File: src/rtl/uart_pkg.sv
// uart_pkg: state encoding, baud divisor and frame-length helpers shared by
// the UART transmitter and receiver.
package uart_pkg;

  typedef enum logic [2:0] {
    IDLE   = 3'd0,
    START  = 3'd1,
    DATA   = 3'd2,
    PARITY = 3'd3,
    STOP   = 3'd4
  } uart_state_t;

  localparam int unsigned DATA_BITS  = 8;
  localparam int unsigned START_BITS = 1;
  // Start + data + one stop bit; parity and a second stop bit add to this.
  localparam int unsigned FRAME_BITS_BASE = START_BITS + DATA_BITS + 1;

  function automatic int unsigned baud_div(input int unsigned clk_freq,
                                           input int unsigned baud_rate);
    return clk_freq / baud_rate;
  endfunction

  function automatic int unsigned frame_bits(input int unsigned stop_bits,
                                             input bit          parity_en);
    return FRAME_BITS_BASE + (stop_bits - 1) + (parity_en ? 1 : 0);
  endfunction

endpackage

File: src/rtl/uart_baud_gen.sv
// uart_baud_gen: free-running bit-period counter with synchronous clear and a
// one-cycle tick on the last count of each period.
module uart_baud_gen #(
  parameter int unsigned DIV = 434
) (
  input  logic clk,
  input  logic rst,
  input  logic clear,
  output logic tick
);

  localparam int unsigned CW = (DIV > 1) ? $clog2(DIV) : 1;
  localparam logic [CW-1:0] LAST = CW'(DIV - 1);

  logic [CW-1:0] count;

  always_ff @(posedge clk) begin
    if (rst || clear) begin
      count <= '0;
    end else if (count == LAST) begin
      count <= '0;
    end else begin
      count <= count + 1'b1;
    end
  end

  assign tick = (count == LAST);

endmodule

File: src/rtl/uart_tx.sv
// uart_tx: 8-bit UART transmitter, LSB first, STOP_BITS stop bits, idle-high line.
// Define UART_TX_PARITY_EN to insert a parity bit (even, or odd with PARITY_ODD=1).
module uart_tx
  import uart_pkg::*;
#(
  parameter int unsigned CLK_FREQ   = 50000000,
  parameter int unsigned BAUD_RATE  = 115200,
  parameter int unsigned STOP_BITS  = 1,
  parameter int unsigned PARITY_ODD = 0
) (
  input  logic       clk,
  input  logic       rst,
  input  logic [7:0] data_in,
  input  logic       data_valid,
  output logic       data_ready,
  output logic       tx,
  output logic       tx_busy,
  output logic       tx_done
);

  localparam int unsigned BAUD_DIV = baud_div(CLK_FREQ, BAUD_RATE);
  localparam logic [2:0]  STOP_LAST = 3'(STOP_BITS - 1);
  localparam bit CFG_OK = (STOP_BITS == 1 || STOP_BITS == 2) &&
                          (PARITY_ODD <= 1) && (BAUD_DIV >= 1);

  if (!CFG_OK) begin : g_bad_cfg
    $error("uart_tx: illegal STOP_BITS/PARITY_ODD/baud configuration");
  end

  uart_state_t state, state_d;
  logic [7:0]  shift_q, shift_d;
  logic [2:0]  bit_idx, bit_idx_d;
  logic        tx_d;
  logic        done_d;
  logic        accept;
  logic        tick;

`ifdef UART_TX_PARITY_EN
  localparam logic PARITY_INIT = (PARITY_ODD != 0);
  logic parity_q, parity_d;
`endif

  assign accept = data_valid && data_ready;

  // Holding the counter clear through IDLE makes every frame start at phase 0.
  uart_baud_gen #(
    .DIV (BAUD_DIV)
  ) u_baud (
    .clk   (clk),
    .rst   (rst),
    .clear (state == IDLE),
    .tick  (tick)
  );

  always_comb begin
    state_d   = state;
    shift_d   = shift_q;
    bit_idx_d = bit_idx;
    tx_d      = tx;
    done_d    = 1'b0;
`ifdef UART_TX_PARITY_EN
    parity_d  = parity_q;
`endif
    case (state)
      IDLE: begin
        tx_d = 1'b1;
        if (accept) begin
          state_d   = START;
          shift_d   = data_in;
          bit_idx_d = '0;
          tx_d      = 1'b0;
`ifdef UART_TX_PARITY_EN
          parity_d  = (^data_in) ^ PARITY_INIT;
`endif
        end
      end
      START: begin
        if (tick) begin
          state_d = DATA;
          tx_d    = shift_q[0];
          shift_d = shift_q >> 1;
        end
      end
      DATA: begin
        if (tick) begin
          if (bit_idx == 3'd7) begin
            bit_idx_d = '0;
`ifdef UART_TX_PARITY_EN
            state_d   = PARITY;
            tx_d      = parity_q;
`else
            state_d   = STOP;
            tx_d      = 1'b1;
`endif
          end else begin
            bit_idx_d = bit_idx + 3'd1;
            tx_d      = shift_q[0];
            shift_d   = shift_q >> 1;
          end
        end
      end
`ifdef UART_TX_PARITY_EN
      PARITY: begin
        if (tick) begin
          state_d = STOP;
          tx_d    = 1'b1;
        end
      end
`endif
      STOP: begin
        tx_d = 1'b1;
        // bit_idx is reused here to count stop bits.
        if (tick) begin
          if (bit_idx == STOP_LAST) begin
            state_d   = IDLE;
            bit_idx_d = '0;
            done_d    = 1'b1;
          end else begin
            bit_idx_d = bit_idx + 3'd1;
          end
        end
      end
      default: begin
        state_d   = IDLE;
        bit_idx_d = '0;
        tx_d      = 1'b1;
      end
    endcase
  end

  always_ff @(posedge clk) begin
    if (rst) begin
      state      <= IDLE;
      shift_q    <= '0;
      bit_idx    <= '0;
      tx         <= 1'b1;
      tx_done    <= 1'b0;
      data_ready <= 1'b1;
      tx_busy    <= 1'b0;
`ifdef UART_TX_PARITY_EN
      parity_q   <= 1'b0;
`endif
    end else begin
      state      <= state_d;
      shift_q    <= shift_d;
      bit_idx    <= bit_idx_d;
      tx         <= tx_d;
      tx_done    <= done_d;
      data_ready <= (state_d == IDLE);
      tx_busy    <= (state_d != IDLE);
`ifdef UART_TX_PARITY_EN
      parity_q   <= parity_d;
`endif
    end
  end

endmodule

File: config.mk
export PLATFORM = sky130hd
export DESIGN_NAME = uart_tx
export DESIGN_NICKNAME = d
export VERILOG_FILES = /design/src/rtl/uart_pkg.sv /design/src/rtl/uart_baud_gen.sv /design/src/rtl/uart_tx.sv
export SDC_FILE = /design/constraint.sdc
export NUM_CORES = 1
export LEC_CHECK = 0
export BUFFER_PORTS_ARGS = -buffer_cell sky130_fd_sc_hd__buf_2
export CORE_AREA = 3 3 54 56
export CTS_BUF_LIST = sky130_fd_sc_hd__clkbuf_16
export CTS_CLUSTER_SIZE = 28
export DETAILED_ROUTE_END_ITERATION = 10
export DIE_AREA = 0 0 57 59
export PLACE_DENSITY = 0.7
export SYNTH_ARGS = -nofsm -noshare
export SYNTH_HDL_FRONTEND = slang
export SYNTH_SLANG_ARGS = --single-unit
export TNS_END_PERCENT = 20
File: constraint.sdc
create_clock -name clk -period 2.5 [get_ports clk]
set_clock_uncertainty 0.1 [all_clocks]
set_input_delay 0.125 -clock clk [delete_from_list [all_inputs] [get_ports clk]]
set_output_delay 0.125 -clock clk [all_outputs]
set_load 0.03 [all_outputs]
==> qor.csv, run 1 <==
metric,value,unit
Die ar.,3360,um^2
DRT Pass-1 Iters,4,
setup TNS,0,ns
Synth top area share,0.400,
#FFs+latches synth,27,
diode count,0,
Core Area,2480,um^2
arrival time worst endpoint,2.15,ns
"Primary FF master, synth",dfxtp_1,
crit end category,flip-flop,
R2R Path Start,bit_idx[0],
Setup WS post-layout,0.396,ns
Tmin final,2.10,ns
fillers,226,
CTS Sinks,27,
pwr dens,649,nW/um^2
most common cell in the netlist,dfxtp_1,
final hold violation count,0,
startpoint types,flip-flop,
dpl ws,0.414,ns
final worst-path cycle share,0.842,
RSZ-0062 raised after global routing,no,
drc violations,0,
"Net Count, Synth",162,
site row count,18,
area delta synth->final,10.7,%
ANT nets after route,0,
hold crit path type,in -> reg,
R2R cell count,7,
first-pass GRT wire length,4.13,mm
dpl hpwl,1.72,mm
Die Width,57,um
Layout Cells excl Fill,187,
ranking of synthesized cells by instance count,"dfxtp_1, nor2_1, mux2i_1, nand2_1",
number of antenna violations at the first check in global routing,0,
Clock Latency Late Sink,0.26,ns
worst hold slack,0.0955,ns
GPL Wtd Cong,0.761,
WHS Path Cells,3,
initial drt markers,8,
vias in the first global route,981,
CTS Hold Buffers Added,0,
utilization after layout,0.603,
Setup Buffers After CTS,0,
Final setup viols,0,
Clock Tree Buf Depth,2,
grt ovf,0,
Slowest cell on crit path,a21oi_4,
top post-synthesis cells by area,"dfxtp_1, mux2i_1, nor2_1, ha_1, a211oi_1",
share of cells above drive strength 1,0.178,
Post-Route WL,2.38,mm
max cap viols,0,
Crit Reg-Reg Endpoint,shift_q[7],
number of synthesized flops with an enable pin,0,
Avg WL per Cell,12.7,um
crit-path max cell delay,0.37,ns
FMAX,0.475,GHz
port buffer count,14,
slew margin rel.,0.677,
critical-path cell list,"ha_1, ha_1, o21a_1, a211o_1, a21oi_4, mux2i_1, nor2_1",
Peak supply drop,0.396,mV
overall power,0.970,mW
Slew @ Worst Pin,0.484,ns
synthesized area per cell,9.25,um^2
max-slew violation count,0,
CTS tree,built,
IO Count,15,
asr flop ratio synth,0,
clk slew on worst S/H paths,0.07,ns
Max H-tree Level,1,
Num CTS Buffers,3,
DIE HEIGHT,59,um
vias,1024,
synthesized instance count,146,
total track usage,0.156,
Ys Warns,0,
kind of critical path,reg -> reg,
Vias/cell,5.48,
static leakage,0.567,nW
cell taking the most area after synthesis,dfxtp_1,
crit path max fanout,15,
R2R Setup Slk,0.40,ns
post-synthesis cell area,1350,um^2
largest net degree at the start of global routing,19,
critical path data required time,2.54,ns
fin area,1490,um^2
DP Area,1410,um^2
post_cts resized,0,
# placed instances,183,
initial core utilization,0.545,
register area share after synthesis,0.400,
CTS root buf,clkbuf_16,
nets,174,
Unique masters post-synth,39,
status,completed,
cell mode on critical path,ha_1,
Hold EP,shift_q[1],
Hold Crit Start,data_in[1],
-- cell usage in the layout (no fill, tap or decap), types with 2 or more instances in the layout --
cell and count:
dfxtp_1 27, nor2_1 25, buf_2 14, mux2i_1 10
nand2_1 7, a21oi_1 5, a211oi_1 5, ha_1 5
nand3_1 4, nor3_1 4, xnor2_1 4, nand2b_1 4
inv_1 3, o21ai_0 3, nor2b_1 3, xor2_1 3
a211oi_2 3, clkbuf_16 3, or3_1 2, o21a_1 2
o21bai_1 2, nand3b_1 2
-- worst max-delay path by stage --
stage                    start          to  cells after the start
CTS                 bit_idx[0]  shift_q[1]                      7
global placement    bit_idx[0]  shift_q[7]                      7
finish              bit_idx[0]  shift_q[7]                      7
global route        bit_idx[0]  shift_q[0]                      7
detailed placement  bit_idx[0]  shift_q[7]                      7
floorplan           bit_idx[0]  shift_q[3]                      8
-- layer usage --
layer | GRT usage | vias to the layer above | wire [um]
li1 | - | 529 | -
met1 | 0.172 | 483 | 1090
met2 | 0.299 | 10 | 1200
met3 | 0.0305 | 2 | 68
met4 | 0.0497 | 0 | 14
met5 | 0 | - | 0
-- registers in the layout, summed over array words and instances (netlist names) --
name          flops
data_ready        1
u_baud.count      9
state             3
tx_done           1
tx_busy           1
shift_q           8
bit_idx           3
tx                1
-- power breakdown --
part           total (mW)  internal (mW)  switching [mW]
combinational       0.126         0.0548          0.0715
sequential          0.475          0.455          0.0197
clock               0.369          0.217           0.152
total               0.970          0.727           0.243
-- worst max-delay path: cells and delay by family (launching register included) --
kind	cells	cell delay, ns
AOI/OAI and AO/OA	3	0.87
adders and majority gates	2	0.40
DFF	1	0.34
muxes	1	0.23
and+or+nand+nor	1	0.05
-- cell families (layout without fill, tap and decap cells) --
| logic type | after synthesis | after routing | share of synthesized area |
|---|---|---|---|
| and+or+nand+nor | 59 | 59 | 0.227 |
| AOI/OAI and AO/OA | 27 | 27 | 0.158 |
| DFF | 27 | 27 | 0.400 |
| buffers and inverters | 11 | 22 | 0.0482 |
| muxes | 10 | 10 | 0.0741 |
| xor gates and xnor gates | 7 | 7 | 0.0454 |
| adders and majority gates | 5 | 5 | 0.0463 |
-- cell type report --
type                            count  area, um^2  area share
Clock buffer                        3        75.1      0.0503
Clock inverter                      1        7.51     0.00503
Inverter                            3        11.3     0.00754
Multi-Input combinational cell    108         744       0.498
Sequential cell                    27         541       0.362
Tap cell                           30        37.5      0.0251
Timing Repair Buffer               15        77.6      0.0519
No activity file was read; power rests on OpenSTA's default activity.
==> run 2, diff against run 1 <==
- CORE_AREA: 3 3 54 56 -> 3 3 56 58
- DIE_AREA: 0 0 57 59 -> 0 0 59 61
- PLACE_DENSITY: 0.7 -> 0.68
- clock period: 2.5 -> 1.7 ns (I/O delays scaled with it)
==> qor.csv, run 2 (synthesized netlist as in run 1, its figures left out) <==
metric,value,unit,change
cell mode on critical path,ha_4,,was ha_1
"commonest non-fill, non-tap cell in the layout",dfxtp_1,,unchanged
DIE HEIGHT,61,um,was 59 um
diode count,0,,unchanged
DRT Pass-1 Iters,4,,unchanged
status,finished with violations,,was completed
Max H-tree Level,1,,unchanged
Largest Register,u_baud.count,,unchanged
Core Area,2710,um^2,was 2480 um^2
final worst-path cycle share,1.10,,was 0.842
crit end category,flip-flop,,unchanged
arrival time worst endpoint,1.90,ns,was 2.15 ns
Slowest cell on crit path,dfxtp_2,,was a21oi_4
initial core utilization,0.498,,was 0.545
FMAX,0.535,GHz,was 0.475 GHz
site row count,19,,was 18
nets,194,,was 174
GPL Wtd Cong,0.858,,was 0.761
total track usage,0.165,,was 0.156
Largest regs,"u_baud.count: 9 flops, shift_q: 8 flops",,unchanged
hold crit path type,in -> reg,,unchanged
Clock Tree Buf Depth,2,,unchanged
Clock Latency Late Sink,0.26,ns,about the same
Final setup viols,11,,was 0
IO Count,15,,unchanged
overall power,1.47,mW,was 0.970 mW
Slew @ Worst Pin,0.373,ns,was 0.484 ns
failing checks,negative setup slack,,
initial drt markers,32,,was 8
CTS root buf,clkbuf_16,,unchanged
dpl hpwl,1.96,mm,was 1.72 mm
static leakage,0.680,nW,was 0.567 nW
slew margin rel.,0.751,,was 0.677
CP top delay family,compound AO/OA/AOI/OAI gates,,unchanged
crit path max fanout,5,,was 15
startpoint types,flip-flop,,unchanged
CP Buf/Inv Count,1,,was 0
share of cells above drive strength 1,0.350,,was 0.178
crit-path max cell delay,0.34,ns,was 0.37 ns
ANT nets after route,0,,unchanged
worst hold slack,0.0731,ns,was 0.0955 ns
critical path data required time,1.73,ns,was 2.54 ns
Layout Cells excl Fill,208,,was 187
clk slew on worst S/H paths,0.06,ns,was 0.07 ns
drc violations,0,,unchanged
max-slew violation count,0,,unchanged
Vias/cell,5.37,,was 5.48
DP Area,1600,um^2,was 1410 um^2
final hold violation count,0,,unchanged
number of antenna violations at the first check in global routing,0,,unchanged
Post-Route WL,2.73,mm,was 2.38 mm
critical-path cell list,"ha_4, ha_4, o21a_1, a211o_1, a21oi_4, buf_6, mux2i_1, nor2_1",,"was ha_1, ha_1, o21a_1, a211o_1, a21oi_4, mux2i_1, nor2_1"
CTS tree,built,,unchanged
most frequent cells in the layout,"dfxtp_1, nor2_1, buf_4",,"was dfxtp_1, nor2_1, buf_2"
vias in the first global route,1060,,was 981
Peak supply drop,0.704,mV,was 0.396 mV
kind of critical path,reg -> reg,,unchanged
vias,1116,,was 1024
dpl ws,-0.218,ns,was 0.414 ns
Setup WS post-layout,-0.168,ns,was 0.396 ns
# placed instances,202,,was 183
area delta synth->final,27.8,%,was 10.7%
first-pass GRT wire length,4.51,mm,was 4.13 mm
fin area,1730,um^2,was 1490 um^2
Avg WL per Cell,13.1,um,was 12.7 um
Tmin final,1.87,ns,was 2.10 ns
max cap viols,0,,unchanged
RSZ-0062 raised after global routing,yes,,was no
CTS Sinks,27,,unchanged
max reg flops,9,,unchanged
port buffer count,14,,unchanged
Die Width,59,um,was 57 um
grt ovf,0,,unchanged
Die ar.,3600,um^2,was 3360 um^2
pwr dens,851,nW/um^2,was 649 nW/um^2
Num CTS Buffers,3,,unchanged
largest net degree at the start of global routing,19,,unchanged
## run 2: cell count changes in the layout (fill, tap and decap cells not counted), moves of 3 or more
cell / change
ha_4: +3
dfxtp_1: -4
nor2_4: +3
buf_4: +19
nor2_1: -3
dfxtp_2: +4
ha_1: -3
## run 2: final cells by class
type,count,area (um^2)
Multi-Input combinational cell,108,820
Clock buffer,3,75.1
Tap cell,31,38.8
Timing Repair Buffer,35,231
Sequential cell,27,546
Inverter,3,11.3
Fill cell,234,985
Clock inverter,1,3.75
## run 2: timing repair
item	4_1_cts	5_1_grt
setup buffers	2	0
hold buffers	0	0
gates resized for setup	2	9
endpoints found under the setup margin	22	24
pin swaps	1	4
## run 2: worst min-delay path: cells and delay by family
kind | cells | cell delay [ns]
buffers and inverters | 1 | 0.09
AOI/OAI and AO/OA | 1 | 0.08
muxes | 1 | 0.12
## run 2: per-stage QoR
stage	TNS [ns]	utilization
2_1_floorplan	-0.229	-
3_3_place_gp	-1.45	0.590
3_5_place_dp	-2.11	0.590
4_1_cts	-2.47	0.626
5_1_grt	-2.49	0.637
6_report	-1.16	0.637
## run 2: layer usage
metal,vias to the layer above,GRT usage,share of wire
li1,572,-,-
met1,527,0.188,0.43
met2,13,0.308,0.54
met3,4,0.0255,0.023
met4,0,0.0647,0.012
met5,-,0,0
## run 2: report_power, final
group / switching, mW / internal (mW) / total [mW] / leakage [nW]
combinational: 0.131 / 0.122 / 0.253 / 0.415
sequential: 0.0266 / 0.670 / 0.697 / 0.222
clock: 0.204 / 0.314 / 0.518 / 0.0423
total: 0.361 / 1.11 / 1.47 / 0.680
## run 2: worst paths after layout
| check | cells after the start | end | from | slack, ns |
|---|---|---|---|---|
| worst min-delay path | 3 | shift_q[6] | data_in[6] | 0.07 |
| worst max-delay path | 8 | shift_q[7] | bit_idx[1] | -0.17 |
| worst min register to register | 2 | shift_q[7] | shift_q[7] | 0.41 |
| worst max register to register | 8 | shift_q[7] | bit_idx[1] | -0.17 |
